## src/rtl/mux_scan_n_if.sv

```systemverilog
`default_nettype none
// +----------------------------------------------------------------------+
// | Module   : mux_scan_n_if                                             |
// | Brief    : Channel data, select and output handshake bundle for the  |
// |            mux_scan_n sampler.                                       |
// | Revision : 1.0                                                       |
// +----------------------------------------------------------------------+
interface mux_scan_n_if #(
   parameter int WIDTH = 3,
   parameter int N     = 8
);
   localparam int SEL_W = (N > 1) ? $clog2(N) : 1;

   logic                 mode;
   logic [SEL_W-1:0]     s;
   logic [N*WIDTH-1:0]   d;
   logic                 en;
   logic                 y_ready;
   logic [WIDTH-1:0]     y;
   logic                 y_valid;
   logic [SEL_W-1:0]     ch;
   logic                 err;

   // Source side: supplies channels/select/requests, consumes samples
   modport master (
      output mode, s, d, en, y_ready,
      input  y, y_valid, ch, err
   );

   // Sampler side
   modport slave (
      input  mode, s, d, en, y_ready,
      output y, y_valid, ch, err
   );
endinterface
`default_nettype wire

```

## src/rtl/mux_scan_n.sv

```systemverilog
`default_nettype none
// +----------------------------------------------------------------------+
// | Module   : mux_scan_n                                                |
// | Brief    : N-channel registered sampler with manual select or        |
// |            round-robin scan, valid/ready output hold.                |
// | Revision : 1.0                                                       |
// +----------------------------------------------------------------------+
module mux_scan_n #(
   parameter int WIDTH = 3,
   parameter int N     = 8,
   localparam int SEL_W = (N > 1) ? $clog2(N) : 1
) (
   input  wire logic   clk,
   input  wire logic   reset,
   mux_scan_n_if.slave bus
);
   typedef enum logic [0:0] {
      ST_MANUAL = 1'b0,
      ST_SCAN   = 1'b1
   } state_t;

   localparam logic [SEL_W-1:0] c_last = SEL_W'(N - 1);

   state_t             r_state;
   state_t             w_state_nxt;
   logic [SEL_W-1:0]   r_cnt;
   logic [SEL_W-1:0]   w_cnt_nxt;
   logic [WIDTH-1:0]   r_y;
   logic [SEL_W-1:0]   r_ch;
   logic               r_err;
   logic               r_valid;

   logic               w_load;
   logic [SEL_W-1:0]   w_idx;
   logic [WIDTH-1:0]   w_data;
   logic               w_oor;

   // A new sample is accepted when requested and the output slot is free or being drained
   assign w_load = bus.en & (~r_valid | bus.y_ready);

   // Pick the channel index for the current state and fetch its data; out-of-range selects yield zero
   always_comb begin
      w_idx  = (r_state == ST_SCAN) ? r_cnt : bus.s;
      w_oor  = (int'(w_idx) >= N);
      w_data = '0;
      for (int i = 0; i < N; i++) begin
         if (int'(w_idx) == i) begin
            w_data = bus.d[i*WIDTH +: WIDTH];
         end
      end
   end

   // Next state follows mode; scan counter restarts on SCAN entry and steps on each SCAN load
   always_comb begin
      w_state_nxt = bus.mode ? ST_SCAN : ST_MANUAL;
      w_cnt_nxt   = r_cnt;
      if ((r_state == ST_MANUAL) && bus.mode) begin
         w_cnt_nxt = '0;
      end else if ((r_state == ST_SCAN) && w_load) begin
         w_cnt_nxt = (r_cnt == c_last) ? '0 : r_cnt + SEL_W'(1);
      end
   end

   // State and scan counter registers
   always_ff @(posedge clk) begin
      if (reset) begin
         r_state <= ST_MANUAL;
         r_cnt   <= '0;
      end else begin
         r_state <= w_state_nxt;
         r_cnt   <= w_cnt_nxt;
      end
   end

   // Output sample holding register: load replaces, consume without load clears valid only
   always_ff @(posedge clk) begin
      if (reset) begin
         r_y     <= '0;
         r_ch    <= '0;
         r_err   <= 1'b0;
         r_valid <= 1'b0;
      end else if (w_load) begin
         r_y     <= w_data;
         r_ch    <= w_idx;
         r_err   <= w_oor;
         r_valid <= 1'b1;
      end else if (bus.y_ready) begin
         r_valid <= 1'b0;
      end
   end

   assign bus.y       = r_y;
   assign bus.ch      = r_ch;
   assign bus.err     = r_err;
   assign bus.y_valid = r_valid;
endmodule
`default_nettype wire

```

## src/flat_wrapper.sv

```systemverilog
// flat-port wrapper written by rule: the top's interface ports become plain ports
module mux_scan_n_flat 
#(
   parameter int WIDTH = 3,
   parameter int N     = 8,
   localparam int SEL_W = (N > 1) ? $clog2(N) : 1
)
  (clk, reset, bus_mode, bus_s, bus_d, bus_en, bus_y_ready, bus_y, bus_y_valid, bus_ch, bus_err);
  mux_scan_n_if #(.WIDTH(WIDTH), .N(N)) bus_i ();
  input  wire logic clk;
  input  wire logic reset;
  input wire logic [$bits(bus_i.mode)-1:0] bus_mode;
  input wire logic [$bits(bus_i.s)-1:0] bus_s;
  input wire logic [$bits(bus_i.d)-1:0] bus_d;
  input wire logic [$bits(bus_i.en)-1:0] bus_en;
  input wire logic [$bits(bus_i.y_ready)-1:0] bus_y_ready;
  output wire logic [$bits(bus_i.y)-1:0] bus_y;
  output wire logic [$bits(bus_i.y_valid)-1:0] bus_y_valid;
  output wire logic [$bits(bus_i.ch)-1:0] bus_ch;
  output wire logic [$bits(bus_i.err)-1:0] bus_err;
  assign bus_i.mode = bus_mode;
  assign bus_i.s = bus_s;
  assign bus_i.d = bus_d;
  assign bus_i.en = bus_en;
  assign bus_i.y_ready = bus_y_ready;
  assign bus_y = bus_i.y;
  assign bus_y_valid = bus_i.y_valid;
  assign bus_ch = bus_i.ch;
  assign bus_err = bus_i.err;
  mux_scan_n #(.WIDTH(WIDTH), .N(N)) u_core (.clk(clk), .reset(reset), .bus(bus_i));
endmodule
```

## config.mk

```make
export PLATFORM = sky130hd
export DESIGN_NAME = mux_scan_n_flat
export DESIGN_NICKNAME = d
export VERILOG_FILES = /design/src/rtl/mux_scan_n_if.sv /design/src/rtl/mux_scan_n.sv /design/src/flat_wrapper.sv
export SDC_FILE = /design/constraint.sdc
export NUM_CORES = 1
export LEC_CHECK = 0
export BUFFER_PORTS_ARGS = -buffer_cell sky130_fd_sc_hd__clkbuf_2
export CAP_MARGIN = 20
export CORE_UTILIZATION = 25
export CTS_CLUSTER_DIAMETER = 80
export DETAILED_ROUTE_END_ITERATION = 8
export PLACE_DENSITY = 0.51
export RECOVER_POWER = 100
export REMOVE_ABC_BUFFERS = 1
export SLEW_MARGIN = 20
export SYNTH_ARGS = -nofsm -noshare
export SYNTH_HDL_FRONTEND = slang
export SYNTH_SLANG_ARGS = --single-unit
```

## constraint.sdc

```tcl
create_clock -name clk -period 1.7 [get_ports clk]
set_input_delay 0.085 -clock clk [delete_from_list [all_inputs] [get_ports clk]]
set_output_delay 0.085 -clock clk [all_outputs]
set_load 0.01 [all_outputs]
```

After elaboration in Yosys (flattened, before gate mapping)
Cells that the tools add are included.

storage, ports and cells
  bits in registers = 11
  bits in latches = 0
  bits in writable memories = 0
  bits in read-only memories = 0
  input port bits = 32
  output and inout bits = 8
  logic and storage cells = 36
  memories = 0

operators by class
  add/sub/neg operators = 1
  $mul = 0
  divide/modulo/power cells = 0
  order comparisons = 0
  equality and inequality tests = 8
  shift-type cells = 0
  multiplexer cells = 13
  bitwise operators = 4
  reduce and logical (&&, ||, !) cells = 5

operator list
  kind                 count
  $mux 3               10
  $eq 3x3->1 const B   5
  $eq 3x2->1 const B   2
  $add 3x1->3 const B  1
  $eq 3x1->1 const B   1
  $logic_not 3->1      1
  $mux 1               3
  $logic_and 1x1->1    2
  $not 1->1            2
  $reduce_bool 2->1    1
  $reduce_or 2->1      1
  $and 1x1->1          1
  $or 1x1->1           1

Depth between registers and ports, before layout
  word-level depth = 10
  depth in mapped cells = 6
  mapped depth without buffers = 5

Worst setup path after synthesis
OpenSTA, ideal clock, no wires.

  path kind = register to register
  start point = register u_core.r_state
  end point = register u_core.r_y[2] (netlist: u_core.bus.y[2])
  library setup time = 0.079 ns
  arrival time = 1.663 ns
  required time = 1.621 ns
  setup slack = -0.042 ns
  stages on the path, launching flop included = 5
  buffers on the path = 1
  period minus slack after synthesis = 1.742 ns
  cells stage by stage = dfxtp_1 > buf_2 > mux2i_1 > mux4_2 > a211oi_2

on the way
  cells in the longest elaborated chain, start to end = 10
  elaborated cells on any way between the ends = 17
  classes of those cells = eq/ne (7); mux (9); reduce/logical (1)

ends and longest elaborated chain
  element                 line              source
  from (decl)             mux_scan_n.sv:24  state_t r_state;
  from (signal assigned)  mux_scan_n.sv:70  r_state <= w_state_nxt;
  $mux 3 *                mux_scan_n.sv:43  w_idx = (r_state == ST_SCAN) ? r_cnt : bus.s;
  $logic_not 3->1         mux_scan_n.sv:47  if (int'(w_idx) == i) begin
  $mux 3 (7 in series)    mux_scan_n.sv:47
  $mux 3 *                mux_scan_n.sv:47
  to (signal assigned)    mux_scan_n.sv:83  r_y <= w_data;
  to (decl)               mux_scan_n.sv:28  logic [WIDTH-1:0] r_y;

Every way passes the cells marked *; elsewhere a longest branch is shown, timed or not.
A chain may end at the register's enable or synchronous reset.

Worst setup path after layout
Ends and elaborated chain as after synthesis.

==> metrics.md <==
| Metric | Value |
|---|---|
| Max-slew headroom | `0.626` |
| Setup bufs post-CTS | `0` |
| Outcome | `finished, violations left` |
| Violations in the final reports | `DRC` |
| Synthesized netlist cell count | `88` |
| Layout fillers | `302` |
| Ant diodes | `0` |
| Final cell count without fillers | `166` |
| Std-Cell Rows | `19` |
| Core ar. | `2810 um2` |
| VDD IR-drop max | `159 uV` |
| Detailed-placement wirelength estimate | `1.76 mm` |
| Mean post-synth cell area | `8.55 um2` |
| Worst skew pair latency | `270 ps` |
| Mapped cell area | `752 um2` |
| Pin count of the biggest net entering global routing | `12` |
| Endpoint, Worst Hold | `u_core.bus.y_valid$_SDFFE_PP0P_` |
| GP Congestion | `0.774` |
| Pre-CTS WS | `-2.43 ps` |
| Max Clock Freq | `610 MHz` |
| Number of global-route vias before repair | `805` |
| Antenna-violating nets left | `0` |
| Layout Area Growth over Synthesis | `41.3%` |
| RSZ-0062 raised after global routing | `no` |
| Final cell area excluding filler cells | `1060 um2` |
| TritonCTS clock tree | `done` |
| Number of antenna violations at the first check in global routing | `0` |
| Share of cells above drive strength 1 | `0.333` |
| Data arrival time of the worst path | `1830 ps` |
| Count of vias placed by the detailed router | `864` |
| CP endpoint kind | `register` |
| TritonCTS Sinks | `11` |
| Number of iterations in the first detailed-routing pass | `6` |
| Synth warnings | `0` |
| TritonCTS buffer count | `3` |
| Global-route usage over all layers | `0.140` |
| Number of buffers inserted for hold repair after clock tree synthesis | `0` |
| Average wire per standard cell | `13.5 um` |
| Remaining routing DRC violations | `4` |
| Max-Cap Viols | `0` |
| Launch instance of the worst register-to-register path | `u_core.r_state$_SDFF_PP0_` |
| H-tree levels | `1` |
| Clock edge transition at the registers on the reported setup and hold paths | `80 ps` |
| Average via count per standard cell | `5.20` |
| I/O pin count | `40` |
| Depth of the worst register-to-register path | `5` |
| I/O Buffers | `38` |
| Drt first-iter violations | `20` |
| Reg2Reg Setup Slack | `60 ps` |
| Cell count after placement | `162` |
| Buffer levels on the longest clock path | `2` |
| Cell area after placement | `1040 um2` |
| Leakage power | `0.493 nW` |
| Post-CTS resize count | `1` |
| Sequential area share after synthesis | `0.293` |
| Die area | `3230 um2` |
| Total power density per cell area | `630 nW/um2` |
| Startpoint type of the worst setup path | `register` |
| Hold Vio Cnt, Final | `0` |
| Hold slack final | `46.5 ps` |
| Unique masters post-synth | `29` |
| Final Slew Violations | `0` |
| Vertical extent of the die | `56.8 um` |
| Count of final setup violators | `0` |
| Max FO, Critical Path | `11` |
| Min-delay src | `bus_en` |
| Most common cell after layout, fill and taps aside | `clkbuf_2` |
| Worst hold path class | `in -> reg` |
| Final clock skew | `0.452 ps` |
| Hold-critical path depth | `3` |
| Area taken by multi-input logic gates | `513 um2` |
| Routed WL | `2.24 mm` |
| Die width | `56.8 um` |
| Commonest cells after routing, fill and taps aside | `30 x clkbuf_2, 14 x nor2_1, 12 x o21ai_0, 12 x clkbuf_1, 10 x dfxtp_1` |
| Terminus of the critical flop-to-flop path | `u_core.bus.y[2]$_SDFFE_PP0P_` |
| Leading area contributor after synthesis | `dfxtp_1` |
| Share of the cycle needed by the critical path after routing | `0.964` |
| Post-route setup TNS | `0 ps` |
| Wire length of the first global-routing pass | `3.42 mm` |
| Worst setup path class | `reg -> reg` |
| Register area | `224 um2` |
| Final critical path time including I/O delays and setup | `1640 ps` |
| Clock root buffer | `clkbuf_4` |
| Actual transition at the worst max-transition pin | `561 ps` |
| Worst EP required | `1890 ps` |
| Leading post-synthesis cells by cell area | `dfxtp_1 29%, mux2i_1 12%, o21ai_0 9.3%` |
| Fraction of post-synthesis cell area in the top cell type by area | `0.293` |
| Setup slack of the critical path after layout | `61.4 ps` |
| Grt total ovfl | `0` |
| # nets final | `170` |
| Post-synthesis sequential element count | `11` |
| Initial core utilization | `0.268` |
## state kept, by name, summed over array words and instances (netlist names)
| register | flops |
|---|---|
| u_core.r_state | 1 |
| u_core.bus.y | 3 |
| u_core.r_cnt | 3 |
| u_core.bus.y_valid | 1 |
| u_core.bus.ch | 3 |
## through the flow
step                 util  total power [mW]
finish              0.379             0.669
global route        0.379             0.708
CTS                 0.381             0.684
detailed placement  0.371             0.491
global placement    0.371             0.488
floorplan               -             0.389
## area by class of cell
class | instances | share of cell area
Multi-Input combinational cell | 71 | 0.483
Timing Repair Buffer | 48 | 0.241
Sequential cell | 11 | 0.211
Tap cell | 31 | 0.0365
Clock buffer | 4 | 0.0247
Inverter | 1 | 0.00353
## synth_stat cells
cell type  instances
a211oi_1           3
a211oi_2           1
a21oi_1            1
a221o_1            2
a31o_1             2
a31oi_1            2
a32oi_1            3
and2_0             1
and3b_1            1
buf_2              1
buf_4              2
clkbuf_1           2
conb_1             1
dfxtp_1           11
ha_1               2
inv_1              1
mux2_2             1
mux2i_1            9
mux2i_2            1
mux4_2             1
nand2_1            1
nand2b_1           1
nand4_1            4
nor2_1            14
nor2b_1            2
nor3_1             1
nor3b_1            1
o211a_1            2
o21ai_0           14
## routing by layer
metal,vias up,share of wire,track usage
li1,432,-,-
met1,403,0.45,0.167
met2,27,0.50,0.240
met3,2,0.043,0.0161
met4,0,0.012,0.0836
met5,-,0,0
## power by group
group	leakage, nW	switching (mW)	internal, mW	total (mW)
sequential	0.0913	0.0108	0.273	0.284
combinational	0.387	0.0982	0.0996	0.198
clock	0.0150	0.0969	0.0908	0.188
total	0.493	0.206	0.464	0.669
## worst max-delay path by stage
stage | slack, ps | endpoint | from | cells after the start
2_1_floorplan | -330 | u_core.bus.y[2]$_SDFFE_PP0P_ | u_core.r_state$_SDFF_PP0_ | 4
3_3_place_gp | 50 | u_core.bus.y[2]$_SDFFE_PP0P_ | u_core.r_state$_SDFF_PP0_ | 5
3_5_place_dp | -2 | u_core.bus.y[2]$_SDFFE_PP0P_ | u_core.r_state$_SDFF_PP0_ | 5
4_1_cts | 20 | u_core.bus.y[2]$_SDFFE_PP0P_ | u_core.r_state$_SDFF_PP0_ | 5
5_1_grt | 7 | u_core.bus.y[1]$_SDFFE_PP0P_ | u_core.r_state$_SDFF_PP0_ | 5
6_report | 60 | u_core.bus.y[2]$_SDFFE_PP0P_ | u_core.r_state$_SDFF_PP0_ | 5
## critical path, cell delays in order (launching register included)
cell and delay, ps:
dfxtp_4 390, mux2i_4 250, buf_12 160, mux2i_1 70, mux4_2 470, a211oi_2 230
## cell families (layout without fill, tap and decap cells)
| family | Yosys count | in the layout | share of synthesized area |
|---|---|---|---|
| compound gates | 30 | 30 | 0.275 |
| fa+ha+maj | 2 | 2 | 0.0333 |
| flops | 11 | 11 | 0.293 |
| buf+inv | 6 | 53 | 0.0416 |
| mux | 12 | 12 | 0.183 |
| simple gates | 26 | 26 | 0.170 |
| other cells | 1 | 1 | 0.00499 |
Power figures use the tool's default switching activity.
